**src/rtl/regfile_write_arbiter.sv**
```systemverilog
`default_nettype none
// ============================================================================
// regfile_write_arbiter : round-robin share of the register-file write port
//                         plus per-register in-flight scoreboard for RAW stalls
// Revision 1.0
// ============================================================================
module regfile_write_arbiter #(
    parameter int NUM_REQ = 3,
    parameter int XLEN    = 32,
    parameter int REG_AW  = 5
) (
    input  logic                      clk,
    input  logic                      rst,
    input  logic [NUM_REQ-1:0]        req_valid,
    input  logic [NUM_REQ*REG_AW-1:0] req_rd,
    input  logic [NUM_REQ*XLEN-1:0]   req_data,
    output logic [NUM_REQ-1:0]        req_ready,
    input  logic                      alloc_valid,
    input  logic [REG_AW-1:0]         alloc_rd,
    input  logic [REG_AW-1:0]         rs1,
    input  logic [REG_AW-1:0]         rs2,
    output logic                      rs1_busy,
    output logic                      rs2_busy,
    output logic                      rf_we,
    output logic [REG_AW-1:0]         rf_rd,
    output logic [XLEN-1:0]           rf_rd_data,
    output logic [(1<<REG_AW)-1:0]    pending
);

    localparam int            PW       = (NUM_REQ > 1) ? $clog2(NUM_REQ) : 1;
    localparam int            NREG     = 1 << REG_AW;
    localparam logic [PW-1:0] LAST_RST = PW'(NUM_REQ - 1);

    logic [REG_AW-1:0] rd_arr   [NUM_REQ];
    logic [XLEN-1:0]   data_arr [NUM_REQ];

    logic [PW-1:0]     last_q, last_d;
    logic              rf_we_q, rf_we_d;
    logic [REG_AW-1:0] rf_rd_q, rf_rd_d;
    logic [XLEN-1:0]   rf_rd_data_q, rf_rd_data_d;
    logic [NREG-1:0]   pending_q, pending_d;

    logic [PW-1:0]     cand;
    logic [PW-1:0]     grant_idx;
    logic              grant_found;
    logic [REG_AW-1:0] sel_rd;
    logic [XLEN-1:0]   sel_data;

    generate
        for (genvar gi = 0; gi < NUM_REQ; gi++) begin : g_unpack
            assign rd_arr[gi]   = req_rd[gi*REG_AW +: REG_AW];
            assign data_arr[gi] = req_data[gi*XLEN +: XLEN];
        end
    endgenerate

    // Walk last+1, last+2, ... with wrap; first valid requester wins.
    always_comb begin
        grant_idx   = last_q;
        grant_found = 1'b0;
        cand        = last_q;
        for (int k = 0; k < NUM_REQ; k++) begin
            cand = (cand == LAST_RST) ? '0 : cand + PW'(1);
            if (!grant_found && req_valid[cand]) begin
                grant_found = 1'b1;
                grant_idx   = cand;
            end
        end
    end

    always_comb begin
        req_ready = '0;
        if (grant_found) begin
            req_ready[grant_idx] = 1'b1;
        end
    end

    assign sel_rd   = rd_arr[grant_idx];
    assign sel_data = data_arr[grant_idx];

    always_comb begin
        last_d       = last_q;
        rf_we_d      = 1'b0;
        rf_rd_d      = rf_rd_q;
        rf_rd_data_d = rf_rd_data_q;
        pending_d    = pending_q;
        if (grant_found) begin
            last_d            = grant_idx;
            rf_we_d           = (sel_rd != '0);
            rf_rd_d           = sel_rd;
            rf_rd_data_d      = sel_data;
            pending_d[sel_rd] = 1'b0;
        end
        // Alloc applied after the clear so a new producer on the same register wins.
        if (alloc_valid) begin
            pending_d[alloc_rd] = 1'b1;
        end
        pending_d[0] = 1'b0;
    end

    always_ff @(posedge clk or negedge rst) begin
        if (!rst) begin
            last_q       <= LAST_RST;
            rf_we_q      <= 1'b0;
            rf_rd_q      <= '0;
            rf_rd_data_q <= '0;
            pending_q    <= '0;
        end else begin
            last_q       <= last_d;
            rf_we_q      <= rf_we_d;
            rf_rd_q      <= rf_rd_d;
            rf_rd_data_q <= rf_rd_data_d;
            pending_q    <= pending_d;
        end
    end

    // The output-stage term covers the cycle before register_file commits (no bypass).
    assign rs1_busy = (rs1 != '0) && (pending_q[rs1] || (rf_we_q && (rf_rd_q == rs1)));
    assign rs2_busy = (rs2 != '0) && (pending_q[rs2] || (rf_we_q && (rf_rd_q == rs2)));

    assign rf_we      = rf_we_q;
    assign rf_rd      = rf_rd_q;
    assign rf_rd_data = rf_rd_data_q;
    assign pending    = pending_q;

endmodule
`default_nettype wire
```
**config.mk**
```make
export PLATFORM = sky130hd
export DESIGN_NAME = regfile_write_arbiter
export DESIGN_NICKNAME = d
export VERILOG_FILES = /design/src/rtl/regfile_write_arbiter.sv
export SDC_FILE = /design/constraint.sdc
export NUM_CORES = 1
export LEC_CHECK = 0
export ABC_AREA = 1
export CAP_MARGIN = 20
export CORE_MARGIN = 2
export CORE_UTILIZATION = 43
export CTS_CLUSTER_DIAMETER = 80
export DETAILED_ROUTE_END_ITERATION = 8
export HOLD_SLACK_MARGIN = 0.08
export PLACE_DENSITY = 0.85
export SYNTH_ARGS = -nofsm -noshare
export SYNTH_HDL_FRONTEND = slang
export SYNTH_SLANG_ARGS = --single-unit
```
**constraint.sdc**
```tcl
create_clock -name clk -period 3.8 [get_ports clk]
set_input_delay 1.14 -clock clk [delete_from_list [all_inputs] [get_ports clk]]
set_output_delay 1.14 -clock clk [all_outputs]
set_load 0.02 [all_outputs]
```
After elaboration in Yosys (flattened, before gate mapping)
Cells that the tools add are included.

Register bits: 71. Input bits: 132. Output and inout port bits: 75. Logic and storage cells: 80.

Add/sub/neg operators: 3. Magnitude comparators: 12. Equal/unequal tests: 5. Muxes and demuxes: 35. Bitwise operators: 4. Reduce and logical (&&, ||, !) cells: 16.

Operator list (count): 2-to-1 mux 32 bit (4); binary-select mux 32 bit (select 2 bit) (1); bitwise AND 32 bit (1); NOT 32 bit (1); bitwise OR 32 bit (1); < comparator 5 x 6 -> 1 bit (second input constant) (4); nonzero test 5 bit (3); < comparator 2 x 3 -> 1 bit (second input constant) (4); 2-to-1 mux 1 bit (12); 2-to-1 mux 2 bit (6); binary-select mux 1 bit (select 5 bit) (2); binary-select mux 5 bit (select 2 bit) (1); demux 1 bit (select 5 bit) (2); == test 5 bit (2); greater-or-equal comparator 5 x 1 -> 1 bit (second input constant) (2); 2-to-1 mux 5 bit (2); logical AND 1 bit (9); adder 2 x 1 -> 2 bit (second input constant) (3); binary-select mux 1 bit (select 2 bit) (3); == test 2 bit (second input constant) (3); greater-or-equal comparator 3 bit (second input constant) (1); 2-to-1 mux 3 bit (1); NOT 2 -> 3 bit (1); demux 1 bit (select 2 bit) (1); other kinds (3) (5).

Logic depth before layout (Yosys ltp)
Depth in word-level cells: 24. Depth in mapped cells: 17. Depth with buffers taken out: 16.

Worst setup path before layout
OpenSTA, ideal clock, no wires.

Path kind: input -> output. From: input port req_valid[0]. To: output port req_ready[1]. Data arrival time: 2312 ps. Required time: 2660 ps. Slack: 348 ps. Stages on the path: 10. Buffers on the path: 1. Path through: inv_1 -> nand2_1 -> nand3_4 -> nand2_1 -> nand3_1 -> nand3_1 -> nand2_4 -> nand2_1 -> inv_1 -> clkbuf_1.

Longest elaborated chain between the ends: 14. Elaborated cells on any way between the ends: 22. Those cells by class: order compare: 2; mux: 15; reduce/logical: 5.

Ends and longest elaborated chain: start: declaration (line 14) `input logic [NUM_REQ-1:0] req_valid,`; binary-select mux 1 bit (select 2 bit) (line 63) `if (!grant_found && req_valid[cand]) begin`; 2-to-1 mux 1 bit (implied by the code) (line 63); 2-to-1 mux 1 bit (line 63); logical NOT 1 bit (line 63); logical AND 1 bit (line 63); 2-to-1 mux 1 bit (line 63); logical NOT 1 bit (line 63); logical AND 1 bit (line 63); 2-to-1 mux 2 bit (line 63); < comparator 2 x 3 -> 1 bit (implied by the code) / greater-or-equal comparator 2 x 1 -> 1 bit (equally long branches) (line 73) `req_ready[grant_idx] = 1'b1;`; logical AND 1 bit (implied by the code) (line 73); 2-to-1 mux 1 bit (implied by the code) (line 73); demux 1 bit (select 2 bit) (line 73); 2-to-1 mux 3 bit * (line 72) `if (grant_found) begin`; end: declaration (line 17) `output logic [NUM_REQ-1:0] req_ready,`.

Every way passes the cells marked *; elsewhere a longest branch is shown, timed or not. The select of a mux whose other input is x is not followed.

Worst setup path after layout
From: input port rs1[1]. To: output port rs1_busy.

Longest elaborated chain between the ends: 4. Elaborated cells on any way between the ends: 7. Those cells by class: eq/ne: 1; mux: 2; reduce/logical: 4.

Ends and longest elaborated chain: start: declaration (line 20) `input logic [REG_AW-1:0] rs1,`; binary-select mux 1 bit (select 5 bit) / == test 5 bit (equally long branches) (line 117) `assign rs1_busy = (rs1 != '0) && (pending_q[rs1] || (rf_we_q && (rf_rd_q == rs1)));`; 2-to-1 mux 1 bit (implied by the code) / logical AND 1 bit (equally long branches) (line 117); logical OR 1 bit (line 117); logical AND 1 bit * (line 117); end: declaration (line 22) `output logic rs1_busy,`.

Marks and branches as above.

==> impl_metrics.csv <==
group,metric,value,unit
cts,cts_tree,"yes",
timing,drv_slew,0,
placed_design,dp_cells,1013,
global_route,grt_overflow,0,
die,initial_core_util,44.6,%
final_layout,finalNonFillerCells,1036,
timing,period_share,97.1,%
synthesis,synth_edf_count,0,
critical_path,worstSetupEndpointType,"output pin",
global_route,grt_max_degree,40,
power,intPower,3510,uW
timing,finClkSkew,0.00958,ns
cts,clock-sinks,71,
detailed_routing,route.vias.total,5701,
timing,slew_headroom,38.0,%
timing,worst_pin_slew,0.923,ns
final_layout,syn2layout_area_growth,60.8,%
synthesis,synth_area,4640,um^2
die,io_pins,207,
final_layout,multi_input_area,2660,um^2
synthesis,synthArstFlopShare,100,%
power,power.leakage,0.00337,uW
final_layout,layout-drive-gt1-share,17.6,%
critical_path,cp-start-kind,"input pin",
run_status,status,"completed",
final_layout,n_antenna_cell,0,
cts,cts_root_buffer,"clkbuf_8",
synthesis,synth_ff_type,"dfrtp_1",
cts,cts_buffer_depth,2,
die,die-area,11600,um^2
synthesis,synth_nets,784,
critical_path,path_max_fanout,4,
placed_design,gp_congestion,1.02,
detailed_routing,drtIter0Drc,476,
power,clockPowerShare,10.3,%
detailed_routing,detail_route.wirelength,17900,um
cts,htree_levels,3,
cts,clkTransAtPathRegs,0.07,ns
power,peakVddDrop,0.609,mV
synthesis,yosysTopAreaCellShare,37.7,%
timing,finalHoldViolCount,0,
final_layout,final-seq-area,1780,um^2
synthesis,synthCells,652,
cts,cts_hold_repair.buffers,0,
die,core,10400,um^2
power,power_density,967,nW/um^2
synthesis,synth_seq_cells,71,
detailed_routing,antenna_left,0,
synthesis,yosys_warnings,0,
global_route,grt_pass1_vias,5641,
synthesis,yosys-top-cells-count,"287 x nand2_1, 70 x dfrtp_1, 47 x inv_1",
power,report.power.total,7220,uW
cts,clkLatencyLatePin,0.35,ns
critical_path,critPathKind,"in2out",
detailed_routing,first_pass_iters,5,
die,dieHeight,108,um
synthesis,syn_avg_cell_area,7.12,um^2
power,power_frac_comb,68.4,%
die,die_w,108,um
final_layout,fillers,791,
detailed_routing,wl_per_cell,17.2,um
synthesis,yosysMostFrequentCell,"nand2_1",
power,power.switching,3710,uW
min_path,hp-class,"reg2reg",
critical_path,crit_required,2.66,ns
power,swShare,51.3,%
critical_path,arrival,2.55,ns
timing,min_period,3.69,ns
detailed_routing,route.detailed.drc,0,
global_route,grt_pass1_wl,28700,um
cts,cts_buffers,9,
global_route,grtUsageTotal,31.8,%
placed_design,port_buffers,205,
power,seqPwrFrac,21.2,%
synthesis,synth_area_leader_cell,"dfrtp_1",
synthesis,synthTopCellsByArea,"dfrtp_1 38%, nand2_1 23%, nor2_4 4.1%",
run,cap_violations,0,
final_layout,nets,1027,
placed_design,hpwl,13900,um
timing,finalSetupViolCount,0,
global_route,antenna_found_initial,0,
detailed_routing,viasPerCell,5.50,
die,num_rows,37,
synthesis,ys_seq_area_share,38.3,%
synthesis,ys_types,34,
timing,max_freq,271,MHz
power by group through the flow:
| stage | logic, uW | registers [uW] | clock network [uW] |
|---|---|---|---|
| final | 4940 | 1530 | 747 |
| after global routing | 5370 | 1570 | 780 |
| after CTS | 4890 | 1510 | 750 |
| after floorplan | 2570 | 1840 | 0 |
| after detailed placement | 4660 | 1510 | 0 |
| after global placement | 4530 | 1500 | 0 |
layout by cell type, fill, tap and decap left out, drive strengths merged:
| master | netlist | final |
|---|---|---|
| o221ai | 10 | 10 |
| dlygate4sd2 | 0 | 5 |
| clkinv | 0 | 2 |
| bufinv | 0 | 3 |
| xor2 | 2 | 2 |
| a41oi | 8 | 8 |
| nand3b | 1 | 1 |
| nor2 | 44 | 44 |
| nor3 | 10 | 10 |
| inv | 51 | 51 |
| o2111ai | 3 | 3 |
| dfrtp | 70 | 70 |
| clkinvlp | 0 | 1 |
| buf | 9 | 53 |
| a21oi | 21 | 21 |
| dlymetal6s2s | 0 | 2 |
| o22ai | 4 | 4 |
| a31oi | 7 | 7 |
| nand4 | 24 | 24 |
| dfstp | 1 | 1 |
| nand3 | 29 | 29 |
| o21ai | 25 | 25 |
| o211ai | 7 | 7 |
| a22oi | 5 | 5 |
| a221oi | 3 | 3 |
| conb | 1 | 1 |
| nand2 | 306 | 306 |
| clkbuf | 11 | 12 |
| clkdlybuf4s50 | 0 | 190 |
metal layers:
metal	global-route usage, %	routed length (um)	vias up	share of wire [%]
li1	-	-	2644	-
met4	12.7	703	0	3.9
met1	37.6	6720	2677	38
met5	0	0	-	0
met3	8.23	1590	56	8.9
met2	55.1	8850	324	50
worst max-delay path: stages:
cell           delay, ns
dlygate4sd2_1       0.25
inv_2               0.11
nand2_2             0.08
buf_4               0.16
o2111ai_1           0.25
o211ai_1            0.13
a21oi_1             0.18
o21ai_1             0.08
inv_1               0.05
buf_4               0.13
cell families (layout without fill, tap and decap cells):
| kind of cell | after synthesis | count (layout) | share of synthesized area [%] |
|---|---|---|---|
| other cells | 1 | 1 | 0.0808 |
| flops | 71 | 71 | 38.3 |
| xor+xnor | 2 | 2 | 0.377 |
| compound gates | 93 | 93 | 12.9 |
| simple gates | 414 | 414 | 41.7 |
| buf+inv | 71 | 319 | 6.60 |
area by class of cell:
cell class	count	share of cell area, %
multi-input cells	510	35.7
clock inverters	6	1.44
repair buffers	252	32.3
well taps	136	2.28
clock buffers	10	1.84
inverters	51	2.63
flip-flops and latches	71	23.8
flip-flops by register name (all words and copies together), names as in the netlist:
register / flops
pending: 31
last_q: 2
rf_we: 1
rf_rd_data: 32
rf_rd: 5
metrics by stage:
| stage | util (%) | instance area [um^2] | worst slack, ns | hold slack [ns] | setup TNS, ns |
|---|---|---|---|---|---|
| 2_1_floorplan | - | 4640 | 0.348 | 0.592 | 0 |
| 3_3_place_gp | 67.8 | 7060 | -0.708 | 0.484 | -2.97 |
| 3_5_place_dp | 67.8 | 7060 | -0.796 | 0.491 | -3.27 |
| 4_1_cts | 71.3 | 7430 | -0.0179 | 0.505 | -0.0179 |
| 5_1_grt | 71.7 | 7470 | -0.0154 | 0.527 | -0.0154 |
| 6_report | 71.7 | 7470 | 0.109 | 0.505 | 0 |
final timing paths:
path | startpoint | cells after the start | endpoint | slack (ns)
max in group asynchronous | rst | 2 | pending[22] | 2.18
min in group asynchronous | rst | 1 | rf_rd_data[8] | 0.92
hold reg to reg | rf_rd_data[14] | 2 | rf_rd_data[14] | 0.51
setup reg to reg | last_q[0] | 16 | pending[24] | 0.98
setup / recovery | rs1[1] | 10 | rs1_busy | 0.11
hold / removal | rf_rd_data[14] | 2 | rf_rd_data[14] | 0.51
what timing repair did:
item / in CTS / in global routing
buffers inserted: 5 / 2
setup endpoints to repair: 5 / 5
endpoints found under the hold margin: 0 / 0
pin swaps: 10 / 5
gates resized for setup: 76 / 13
Power figures use the tool's default switching activity.
